`src/rtl/pipe_ctrl_unit.sv`:
```
// pipe_ctrl_unit: stall/flush/redirect controller for the 5-stage pipeline; PIPE_CTRL_PERF_CNT_EN adds stall/flush counters.
module pipe_ctrl_unit #(
  parameter int XLEN       = 32,
  parameter int PERF_CNT_W = 32
) (
  input  logic            clk,
  input  logic            rst,
  input  logic            hazard_detected,
  input  logic            ex_redirect_valid,
  input  logic [XLEN-1:0] ex_redirect_pc,
  input  logic            ifu_resp_valid,
  input  logic            lsu_req,
  input  logic            lsu_resp_valid,
  output logic            pc_enable,
  output logic            pc_sel_redirect,
  output logic [XLEN-1:0] redirect_pc,
  output logic            if_id_enable,
  output logic            if_id_flush,
  output logic            id_exe_enable,
  output logic            id_exe_flush,
  output logic            exe_mem_enable,
  output logic            mem_wb_enable,
  output logic            mem_wb_bubble
`ifdef PIPE_CTRL_PERF_CNT_EN
  ,
  output logic [PERF_CNT_W-1:0] perf_stall_cycles,
  output logic [PERF_CNT_W-1:0] perf_flush_cnt
`endif
);
  typedef enum logic {RUN, REDIR_WAIT} st_e;
  st_e             st_q, st_d;
  logic [XLEN-1:0] redir_pc_q, redir_pc_d;
  logic            mem_busy, stall_evt, flush_evt;
  if (XLEN < 1 || PERF_CNT_W < 1) begin : g_bad_param
    $error("pipe_ctrl_unit: widths must be positive");
  end
  assign mem_busy = lsu_req & ~lsu_resp_valid;
  always_comb begin
    pc_enable       = 1'b1;
    pc_sel_redirect = 1'b0;
    redirect_pc     = (st_q == REDIR_WAIT) ? redir_pc_q : ex_redirect_pc;
    if_id_enable    = 1'b1;
    if_id_flush     = 1'b0;
    id_exe_enable   = 1'b1;
    id_exe_flush    = 1'b0;
    exe_mem_enable  = 1'b1;
    mem_wb_enable   = 1'b1;
    mem_wb_bubble   = 1'b0;
    st_d            = st_q;
    redir_pc_d      = redir_pc_q;
    stall_evt       = 1'b0;
    flush_evt       = 1'b0;
    if (rst) begin
      pc_enable      = 1'b0;
      redirect_pc    = '0;
      if_id_enable   = 1'b0;
      if_id_flush    = 1'b1;
      id_exe_enable  = 1'b0;
      id_exe_flush   = 1'b1;
      exe_mem_enable = 1'b0;
      mem_wb_enable  = 1'b0;
      mem_wb_bubble  = 1'b1;
      st_d           = RUN;
      redir_pc_d     = '0;
    end else if (mem_busy) begin
      // EX is frozen, so a redirect or hazard seen now is still present once memory completes
      pc_enable      = 1'b0;
      if_id_enable   = 1'b0;
      id_exe_enable  = 1'b0;
      exe_mem_enable = 1'b0;
      mem_wb_bubble  = 1'b1;
      stall_evt      = 1'b1;
    end else if (st_q == RUN && ex_redirect_valid) begin
      if_id_flush     = 1'b1;
      id_exe_flush    = 1'b1;
      flush_evt       = 1'b1;
      pc_enable       = ifu_resp_valid;
      pc_sel_redirect = ifu_resp_valid;
      redirect_pc     = ex_redirect_pc;
      st_d            = ifu_resp_valid ? RUN : REDIR_WAIT;
      redir_pc_d      = ifu_resp_valid ? redir_pc_q : ex_redirect_pc;
    end else if (st_q == REDIR_WAIT) begin
      if_id_flush     = 1'b1;
      pc_enable       = ifu_resp_valid;
      pc_sel_redirect = ifu_resp_valid;
      st_d            = ifu_resp_valid ? RUN : REDIR_WAIT;
      redir_pc_d      = ex_redirect_valid ? ex_redirect_pc : redir_pc_q;
    end else if (hazard_detected) begin
      pc_enable    = 1'b0;
      if_id_enable = 1'b0;
      id_exe_flush = 1'b1;
      stall_evt    = 1'b1;
    end else if (!ifu_resp_valid) begin
      pc_enable   = 1'b0;
      if_id_flush = 1'b1;
      stall_evt   = 1'b1;
    end
  end
  always_ff @(posedge clk) begin
    if (rst) begin
      st_q       <= RUN;
      redir_pc_q <= '0;
    end else begin
      st_q       <= st_d;
      redir_pc_q <= redir_pc_d;
    end
  end
`ifdef PIPE_CTRL_PERF_CNT_EN
  always_ff @(posedge clk) begin
    if (rst) begin
      perf_stall_cycles <= '0;
      perf_flush_cnt    <= '0;
    end else begin
      perf_stall_cycles <= perf_stall_cycles + PERF_CNT_W'(stall_evt);
      perf_flush_cnt    <= perf_flush_cnt + PERF_CNT_W'(flush_evt);
    end
  end
`else
  logic unused_evt;
  assign unused_evt = stall_evt ^ flush_evt;
`endif
endmodule

```
`config.mk`:
```
export PLATFORM = sky130hd
export DESIGN_NAME = pipe_ctrl_unit
export DESIGN_NICKNAME = d
export VERILOG_FILES = /design/src/rtl/pipe_ctrl_unit.sv
export SDC_FILE = /design/constraint.sdc
export NUM_CORES = 1
export LEC_CHECK = 0
export BUFFER_PORTS_ARGS = -buffer_cell sky130_fd_sc_hd__buf_4
export CAP_MARGIN = 20
export CORE_MARGIN = 5
export CORE_UTILIZATION = 54
export CTS_BUF_LIST = sky130_fd_sc_hd__clkbuf_2
export DETAILED_ROUTE_END_ITERATION = 8
export PLACE_DENSITY_LB_ADDON = 0.2
export SLEW_MARGIN = 5
export SYNTH_ARGS = -nofsm -noshare
export SYNTH_HDL_FRONTEND = slang
export SYNTH_SLANG_ARGS = --single-unit
```
`constraint.sdc`:
```
create_clock -name clk -period 2.05 [get_ports clk]
set_input_delay 0.3075 -clock clk [delete_from_list [all_inputs] [get_ports clk]]
set_output_delay 0.3075 -clock clk [all_outputs]
set_load 0.1 [all_outputs]
```
Word level (Yosys, flattened, before mapping)

Cells that the tools add are included.

Register bits after elaboration: 33
Input bits: 39
Output and inout bits: 41
Word-level logic and storage cells: 52

Equality and inequality tests: 1
Mux-type cells: 41
Bitwise logic cells: 4
Reduce and logical (&&, ||, !) cells: 4

Operators with widths:

| kind                                 | count |
|---|---|
| 32-bit two-way mux                   | 8 |
| 1-bit two-way mux                    | 33 |
| 4-bit AND reduction                  | 1 |
| 2-bit nonzero test                   | 2 |
| 1-bit NOT                            | 3 |
| 2-bit != test, second input constant | 1 |
| 1-bit AND                            | 1 |
| 1-bit logical AND                    | 1 |

Logic depth before layout (Yosys ltp)

Gate-level depths: netlist of run 1.

Depth after elaboration: 6
Gate-level depth with buffers: 7
Depth with buffers taken out: 3

Worst setup path before layout of run 1

OpenSTA, ideal clock, no wires.

Path kind: input to output
Start point: input ex_redirect_valid
End point: output pc_enable
Data arrival time: 3,924 ps
Required time: 1,742 ps
Path slack: -2,181 ps
Cell stages on the path: 4
Buffers on the path: 1
Cell sequence: clkbuf_1 nor2_1 a211oi_1 and2_1

Word-level cells in the longest chain between the ends: 4

RTL lines:

| item               | RTL line | RTL |
|---|---|---|
| start: declaration | 9        | `input logic ex_redirect_valid,` |
| 1-bit logical AND  | 73       | `end else if (st_q == RUN && ex_redirect_valid) begin` |
| 1-bit two-way mux  | 73       |  |
| 1-bit two-way mux  | 65       | `end else if (mem_busy) begin` |
| 1-bit two-way mux  | 53       | `if (rst) begin` |
| end: declaration   | 14       | `output logic pc_enable,` |

No other way between the ends.

Worst setup path after layout of run 1

Start point: register st_q
End point: output redirect_pc[10]

Word-level cells in the longest chain between the ends: 5
Elaborated cells on any way between the ends: 6
Classes of those cells: 4 x mux; 1 x bitwise; 1 x reduce/logical

RTL lines:

| item                     | RTL line | RTL |
|---|---|---|
| start: declaration       | 31       | `st_e st_q, st_d;` |
| start signal: assignment | 104      | `st_q <= st_d;` |
| 1-bit NOT                | 73       |  |
| 1-bit logical AND        | 73       |  |
| 32-bit two-way mux       | 73       |  |
| 32-bit two-way mux (*)   | 65       |  |
| 32-bit two-way mux (*)   | 53       |  |
| end: declaration         | 16       | `output logic [XLEN-1:0] redirect_pc,` |

Mark *: on every way between the ends. The rest lies on a longest branch, timed or not.

==> results of run 1 <==
==> placed cells by master, fill, tap and decap left out <==
| master | count |
|---|---|
| nand2b_1 | 1 |
| and3_4 | 1 |
| a21o_1 | 1 |
| a31o_1 | 32 |
| buf_4 | 86 |
| buf_12 | 1 |
| a211oi_4 | 1 |
| dfxtp_4 | 1 |
| clkinv_1 | 2 |
| and2_4 | 1 |
| o21ai_4 | 1 |
| clkinvlp_4 | 1 |
| inv_1 | 32 |
| o21ai_0 | 2 |
| mux2i_1 | 32 |
| a21oi_1 | 1 |
| a311oi_1 | 32 |
| nor2_1 | 32 |
| nor2b_1 | 1 |
| dfxtp_1 | 32 |
| nand2_8 | 1 |
| nor2_2 | 1 |
| clkbuf_2 | 6 |
| nor3b_4 | 1 |
| nand2b_4 | 1 |
| a211oi_1 | 1 |
==> critical path: stages (launching register included) <==
cell and delay, ns:
dfxtp_4 0.48, buf_12 0.25, mux2i_1 0.24, nor2_1 0.06, buf_4 0.24
==> per-stage QoR <==
stage                     instance area, µm²  util, %  power, mW
after floorplan                         2141        -      1.331
after global placement                  2675    72.52      1.497
after detailed placement                2675    72.52      1.506
after CTS                               2714    73.58      1.792
after global routing                    2714    73.58      1.857
final                                   2714    73.58      1.786
==> final timing paths <==
kind	start	end	slack (ns)	cells after the start
max	st_q$_SDFFE_PP0N_	redirect_pc[10]	0.09	4
min	ex_redirect_pc[9]	redir_pc_q[9]$_SDFFE_PP0P_	0.14	2
max reg2reg	st_q$_SDFFE_PP0N_	redir_pc_q[30]$_SDFFE_PP0P_	0.33	5
min reg2reg	redir_pc_q[15]$_SDFFE_PP0P_	redir_pc_q[15]$_SDFFE_PP0P_	0.61	3
==> power breakdown <==
group / internal (mW) / switching (mW)
logic: 0.213 / 0.580
registers: 0.676 / 0.0218
clock network: 0.0796 / 0.215
==> area by class of cell <==
class / count / area, µm² / share of cell area [%]
timing repair buffer: 87 / 665.6 / 24.53
sequential: 33 / 664.4 / 24.48
clock buffer: 6 / 30.03 / 1.107
clock inverter: 1 / 3.754 / 0.1383
tap: 48 / 60.06 / 2.213
inverter: 34 / 131.4 / 4.841
multi-input combinational: 143 / 1159 / 42.69
==> cell families after synthesis <==
family                 count (synthesis)  synth area share [%]
AOI/OAI and AO/OA                     71                 29.14
buffers and inverters                 66                 14.81
muxes                                 32                 15.48
and+or+nand+nor                       40                 8.646
DFF                                   33                 31.92
==> per-layer routing <==
layer / vias up / global-route usage, %
met2: 69 / 34.59
met3: 4 / 4.017
met1: 934 / 25.70
li1: 992 / -
met5: - / 0
met4: 0 / 7.307
==> registers in the layout, indices dropped and copies added (netlist names) <==
name / cells
st_q: 1
redir_pc_q: 32
==> impl_metrics.csv, run 1 <==
group,metric,value,unit
synthesis,syn_nets,281,
routing,route.top_layer_used,"met4",
finish,nFillCells,318,
sta,post-route-period-util,95.59,%
synthesis,synth_edf_count,0,
placement,dp_slack,0.2152,ns
routing,wl_met2,2631,µm
pwr,leakage,1.088,nW
die,rows,22,
grt,grt_max_degree,36,
sta,fin_crit,1.960,ns
synthesis,netlist_area,0.002069,mm²
routing,drtAntennaViolNets,0,
synthesis,syn_area_per_cell,8.552,µm²
clocking,cts_hold_buf,0,
sta,setup_ws,0.09032,ns
grt,track_usage,20.41,%
critical_path,critPathRequiredTime,1.74,ns
clocking,numCtsBuffers,5,
routing,wl_met3,396,µm
clocking,cts_sinks,33,
sta,setup_viol,0,
synthesis,yosysSeqAreaShare,31.92,%
clocking,cts_buffer_depth,2,
grt,grt_pass1_vias,1892,
job,max_cap_violations,0,
pwr,power_density,658.1,mW/mm²
sta,finalHoldViolCount,0,
routing,wl_met1,2281,µm
critical_path,start_kind,"flip-flop",
placement,portBuffers,79,
finish,drive_above_1_share,33.88,%
finish,layout.nets,343,
synthesis,ys_top_cells_by_count,"dfxtp_1, inv_1, nor2_1",
clocking,cts_tree,"yes",
sta,fmax,0.5103,GHz
routing,routed_wl,5353,µm
sta,maxSlewViolCount,0,
synthesis,synthArstFlopShare,0,%
routing,vias,1999,
clocking,post_cts_buffers,0,
synthesis,syn_inst,242,
clocking,h-tree-depth,2,
routing,drt_iter0_drc,153,
placement,dp_cells,345,
finish,fin_cells,352,
clocking,cts_resized,2,
sta,rsz0062_at_grt,"no",
min_path,min_path_type,"input pin to flip-flop",
routing,vias_per_cell,5.679,
critical_path,critical_path_arrival,1.65,ns
finish,diodes,0,
die,floorplan.initialDensity,56.11,%
critical_path,crit_path_end_kind,"output port",
sta,worst_slew_pin_slew,0.3639,ns
synthesis,synth_area_leaders,"dfxtp_1, mux2i_1, a311oi_1",
placement,dpl.hpwl,3621,µm
placement,gp_congestion,0.7087,
pwr,peakVddDrop,0.4487,mV
sta,skew,0.007676,ns
sta,finalSetupTns,0,ns
critical_path,critPathMaxFanout,29,
clocking,ctsRootBufferMaster,"clkbuf_2",
grt,grt_pass1_wl,8549,µm
routing,drt_pass1_iterations,4,
synthesis,synth_area_leader_cell,"dfxtp_1",
die,core_area,0.003689,mm²
synthesis,synth_seq_cells,33,
die,io_pins,80,
synthesis,synth_ff_type,"dfxtp_1",
grt,grt.overflow.total,0,
die,die_w,71.91,µm
outcome,status,"completed",
die,die_area,0.005170,mm²
clocking,clk_latency,0.37,ns
synthesis,synth_top_area_share,31.92,%
critical_path,critPathKind,"flip-flop to output port",
die,die_h,71.91,µm
grt,antenna_found_initial,0,
routing,drc,0,
finish,layout-area-overhead-vs-synth,31.14,%
clocking,path_clk_slew,0.16,ns
routing,wl_per_cell,15.21,µm
sta,whs,0.1441,ns
sta,relSlewSlack,75.74,%
synthesis,ys_types,23,
synthesis,ys_warn_count,0,
Note: power is estimated with default switching activity, not from simulation.
==> inputs of run 2 (changes only) <==
- CORE_MARGIN: 5 -> 3
- SKIP_LAST_GASP: default -> 1
==> run 2 against run 1 <==
Effect of this change: sequential share of layout area shrank 0.42 points; utilization grew 4.6 points; flip-flop and latch count unchanged; via count increased by 1.7%; power is 8.2% higher; setup slack lost 0.053 ns; hold slack worse by 0.031 ns; die area decreased by 11%; clock power rose by 48%; register-to-register slack lost 0.02 ns; critical path depth unchanged; cell count up 0.57%; critical endpoint is now redirect_pc[31]; largest power group unchanged.
==> impl_metrics.csv, run 2 (synthesis results as in run 1) <==
group,metric,value,unit
outcome,status,"completed",
routing,drtAntennaViolNets,0,
grt,grt.overflow.total,0,
pwr,p_int,1.100,mW
sta,fmax,0.4968,GHz
routing,drc,0,
sta,post-route-period-util,98.20,%
die,die_h,67.91,µm
placement,dp_slack,0.3059,ns
die,io_pins,80,
routing,drt_iter0_drc,170,
grt,antenna_found_initial,0,
die,die_area,0.004611,mm²
pwr,netSwitchingFraction,43.09,%
critical_path,critPathMaxFanout,18,
pwr,pwr-share-seq,35.9,%
finish,reg_top3,"redir_pc_q: 32 flops, st_q: 1 flops",
clocking,ctsRootBufferMaster,"clkbuf_2",
routing,routed_wl,5468,µm
clocking,numCtsBuffers,5,
die,die_w,67.91,µm
sta,finalHoldViolCount,0,
grt,grt_pass1_vias,1939,
finish,largest_register_ffs,32,
pwr,peakVddDrop,0.5145,mV
clocking,cts_buffer_depth,2,
clocking,cts_tree,"yes",
die,core_area,0.003521,mm²
sta,skew,0.01018,ns
finish,layout.cells.most_common,"buf_4",
placement,gp_congestion,0.7865,
pwr,power_density,702.6,mW/mm²
finish,drive_above_1_share,35.06,%
pwr,pwr-share-comb,41.5,%
placement,dpl.hpwl,3664,µm
job,max_cap_violations,0,
sta,rsz0062_at_grt,"yes",
critical_path,crit_path_end_kind,"output port",
critical_path,max_stage_delay,0.41,ns
routing,wl_per_cell,15.45,µm
critical_path,slowest_stage,"dfxtp_2",
clocking,cts_hold_buf,0,
sta,worst_slew_pin_slew,0.3593,ns
finish,layout.nets,346,
finish,diodes,0,
sta,setup_ws,0.03696,ns
pwr,switching_power,832.9,µW
die,rows,21,
sta,relSlewSlack,76.05,%
finish,layout-area-overhead-vs-synth,32.95,%
pwr,pwr-share-clk,22.6,%
die,floorplan.initialDensity,58.78,%
routing,drt_pass1_iterations,4,
clocking,clk_latency,0.39,ns
grt,grt_pass1_wl,8673,µm
critical_path,critical_path_arrival,1.71,ns
critical_path,crit_path_cell_trace,"buf_4, mux2i_1, nor2_1, buf_4",
critical_path,start_kind,"flip-flop",
critical_path,critPathRequiredTime,1.74,ns
pwr,leakage,1.113,nW
critical_path,critPathKind,"flip-flop to output port",
placement,portBuffers,79,
clocking,cts_sinks,33,
clocking,path_clk_slew,0.17,ns
sta,setup_viol,0,
finish,top_register,"redir_pc_q",
grt,grt_max_degree,33,
routing,vias,2032,
routing,vias_per_cell,5.740,
sta,maxSlewViolCount,0,
min_path,min_path_type,"input pin to flip-flop",
critical_path,worst_path_most_repeated_cell,"buf_4",
sta,fin_crit,2.013,ns
pwr,power,1.933,mW
grt,track_usage,24.45,%
clocking,h-tree-depth,2,
[run 2: cell count changes in the layout (fill, tap and decap cells not counted), sizes merged]
| cell | previous run | this run |
|---|---|---|
| buf | 87 | 90 |
| bufinv | 0 | 1 |
[run 2: power by group through the flow]
| stage | logic, mW | clock network (mW) | registers [mW] |
|---|---|---|---|
| 2_1_floorplan | 0.628 | 0 | 0.703 |
| 3_3_place_gp | 0.792 | 0 | 0.706 |
| 3_5_place_dp | 0.800 | 0 | 0.708 |
| 4_1_cts | 0.803 | 0.439 | 0.694 |
| 5_1_grt | 0.840 | 0.468 | 0.699 |
| 6_report | 0.802 | 0.436 | 0.695 |
[run 2: cell type report]
| class | count | area (µm²) |
|---|---|---|
| multi-input cells | 143 | 1161 |
| inverters | 34 | 131.4 |
| fillers | 284 | 769.5 |
| clock inverters | 2 | 33.78 |
| well taps | 46 | 57.56 |
| flip-flops and latches | 33 | 661.9 |
| clock buffers | 6 | 30.03 |
| repair buffers | 90 | 675.6 |
[run 2: per-stage QoR]
step / area (µm²) / util, % / cells / TNS [ns] / hold slack (ns)
3_5_place_dp: 2685 / 76.26 / 346 / 0 / 0.5405
4_1_cts: 2749 / 78.07 / 354 / 0 / 0.1166
5_1_grt: 2751 / 78.15 / 354 / 0 / 0.1053
3_3_place_gp: 2685 / 76.26 / 346 / 0 / 0.5344
6_report: 2751 / 78.15 / 354 / 0 / 0.1131
2_1_floorplan: 2141 / - / 242 / -11.91 / 0.4042
[run 2: worst max-delay path, delay by kind of cell, from the launching register on]
family / cells / cell delay, ns
buf+inv: 2 / 0.56
flops: 1 / 0.41
mux: 1 / 0.27
simple gates: 1 / 0.06
[run 2: path summary, 6_finish.rpt]
check	from	endpoint	slack (ns)	cells past startpoint
max reg2reg	st_q$_SDFFE_PP0N_	redir_pc_q[13]$_SDFFE_PP0P_	0.31	4
min reg2reg	redir_pc_q[31]$_SDFFE_PP0P_	redir_pc_q[31]$_SDFFE_PP0P_	0.61	3
min	ex_redirect_pc[25]	redir_pc_q[25]$_SDFFE_PP0P_	0.11	2
max	st_q$_SDFFE_PP0N_	redirect_pc[31]	0.04	4
[run 2: layer usage]
| layer | part of all wire [%] | global-route usage (%) | vias to the layer above |
|---|---|---|---|
| met4 | 1.9 | 10.17 | 0 |
| met1 | 42 | 29.39 | 948 |
| met5 | 0 | 0 | - |
| met3 | 7.4 | 5.090 | 12 |
| li1 | - | - | 1000 |
| met2 | 49 | 42.16 | 72 |
[run 2: what timing repair did]
action                     in CTS  in global routing
setup endpoints to repair       0                  1
buffers inserted                0                  0
resized for setup               0                  1
==> inputs of run 3 (changes only) <==
==> constraint.sdc (replaced) <==
create_clock -name clk -period 2.05 [get_ports clk]
set_input_delay 0.205 -clock clk [delete_from_list [all_inputs] [get_ports clk]]
set_output_delay 0.205 -clock clk [all_outputs]
set_load 0.1 [all_outputs]
==> run 3 against run 2 <==
Effect of this change: flip-flop and latch count is the same; die area is the same; wire length down 6.3%; clock skew decreased by 0.0056 ns; combinational power up 1%; sequential share of layout area fell by 0.30 points; hold slack got worse by 0.069 ns; via count down 3.3%; sequential power barely moved; largest cell class unchanged.
==> impl_metrics.csv, run 3 (synthesis results as in run 1) <==
group,metric,value,unit
sta,finalHoldViolCount,0,
placement,portBuffers,79,
critical_path,critical_path_arrival,1.69,ns
pwr,leakage,1.097,nW
clocking,ctsRootBufferMaster,"clkbuf_2",
die,io_pins,80,
routing,drt_iter0_drc,127,
outcome,status,"completed",
placement,dp_cells,344,
clocking,cts_resized,0,
routing,vias,1964,
sta,relSlewSlack,72.53,%
clocking,h-tree-depth,2,
pwr,power,1.822,mW
routing,drc,0,
clocking,cts_sinks,33,
finish,layout.cells.most_common,"buf_4",
die,die_area,0.004611,mm²
finish,largest_register_ffs,32,
clocking,cts_hold_buf,0,
finish,top_register,"redir_pc_q",
grt,grt_pass1_wl,8266,µm
critical_path,r2r_cells,3,
clocking,post_cts_buffers,0,
die,die_h,67.91,µm
critical_path,critPathKind,"flip-flop to output port",
pwr,power_density,654.0,mW/mm²
sta,setup_viol,0,
critical_path,critPathRequiredTime,1.85,ns
die,core_area,0.003521,mm²
grt,grtUsageMet2,40.58,%
grt,gr-usage-met3,4.762,%
grt,grt_max_degree,68,
die,rows,21,
sta,maxSlewViolCount,0,
grt,track_usage,23.35,%
finish,drive_above_1_share,44.12,%
clocking,clk_latency,0.37,ns
die,die_w,67.91,µm
critical_path,critPathMaxFanout,5,
placement,dpl.hpwl,3430,µm
sta,worst_slew_pin_slew,0.4105,ns
finish,layout.nets,344,
grt,antenna_found_initial,0,
clocking,cts_buffer_depth,2,
grt,top_usage_layer,"met2",
grt,grt.overflow.total,0,
routing,routed_wl,5125,µm
finish,layout-area-overhead-vs-synth,34.64,%
placement,postPlaceCellArea,0.002746,mm²
sta,skew,0.004527,ns
grt,grtUsageMet1,28.70,%
clocking,numCtsBuffers,5,
finish,fin_cells,352,
finish,reg_top3,"redir_pc_q: 32 flops, st_q: 1 flops",
routing,drt_pass1_iterations,7,
critical_path,r2r_slack,0.56,ns
die,floorplan.initialDensity,58.78,%
sta,post-route-period-util,92.22,%
grt,grt_pass1_vias,1834,
sta,fin_crit,1.891,ns
sta,fmax,0.5289,GHz
pwr,peakVddDrop,0.4084,mV
sta,rsz0062_at_grt,"no",
routing,wl_per_cell,14.56,µm
min_path,worst_hold_path.num_cells,2,
clocking,path_clk_slew,0.16,ns
routing,vias_per_cell,5.580,
finish,diodes,0,
job,max_cap_violations,0,
min_path,min_path_type,"input pin to flip-flop",
critical_path,crit_path_end_kind,"output port",
placement,gp_congestion,0.7381,
routing,drtAntennaViolNets,0,
critical_path,start_kind,"flip-flop",
clocking,cts_tree,"yes",
finish,design_area,0.002786,mm²
==> run 3: cell count changes in the layout (fill, tap and decap cells not counted), moves of 2 or more <==
| cell | previous run | this run |
|---|---|---|
| nor2_2 | 1 | 30 |
| nor2_1 | 32 | 3 |
| clkbuf_2 | 6 | 8 |
| buf_4 | 90 | 87 |
==> run 3: worst max-delay path, cell delays in order, from the launching register on <==
cell and delay (ns):
dfxtp_2 0.37, nor2_1 0.34, o21ai_0 0.15, a21o_1 0.21, buf_4 0.23
==> run 3: final cells by class <==
| class | count | area, µm² |
|---|---|---|
| multi-input combinational | 143 | 1222 |
| sequential | 33 | 661.9 |
| inverter | 34 | 131.4 |
| tap | 46 | 57.56 |
| timing repair buffer | 88 | 673.1 |
| clock buffer | 8 | 40.04 |
| fill | 264 | 734.5 |
==> run 3: power breakdown <==
group          total, mW  internal (mW)  switching (mW)  leakage (nW)
Combinational      0.812          0.219           0.593         0.793
Clock              0.316          0.101           0.216        0.0332
Sequential         0.694          0.677          0.0172         0.270
Total               1.82          0.996           0.826          1.10
==> run 3: path summary, 6_finish.rpt <==
path / start / endpoint
min: ex_redirect_pc[19] / redir_pc_q[19]$_SDFFE_PP0P_
max reg2reg: st_q$_SDFFE_PP0N_ / redir_pc_q[23]$_SDFFE_PP0P_
min reg2reg: redir_pc_q[31]$_SDFFE_PP0P_ / redir_pc_q[31]$_SDFFE_PP0P_
max: st_q$_SDFFE_PP0N_ / if_id_flush
==> run 3: through the flow <==
step	utilization (%)	hold WS [ns]	setup WS, ns	setup TNS (ns)
final	79.14	0.04409	0.1594	0
after floorplan	-	0.3017	-0.2966	-0.2966
after global routing	79.14	0.02170	0.02236	0
after global placement	78.00	0.4316	0.4427	0
after CTS	79.14	0.03551	0.1562	0
after detailed placement	78.00	0.4356	0.4010	0
==> run 3: metal layers <==
metal	wire (µm)	vias to the layer above
met1	2140	903
met2	2620	54
met3	306	5
li1	-	1002
met5	0	-
met4	57	0
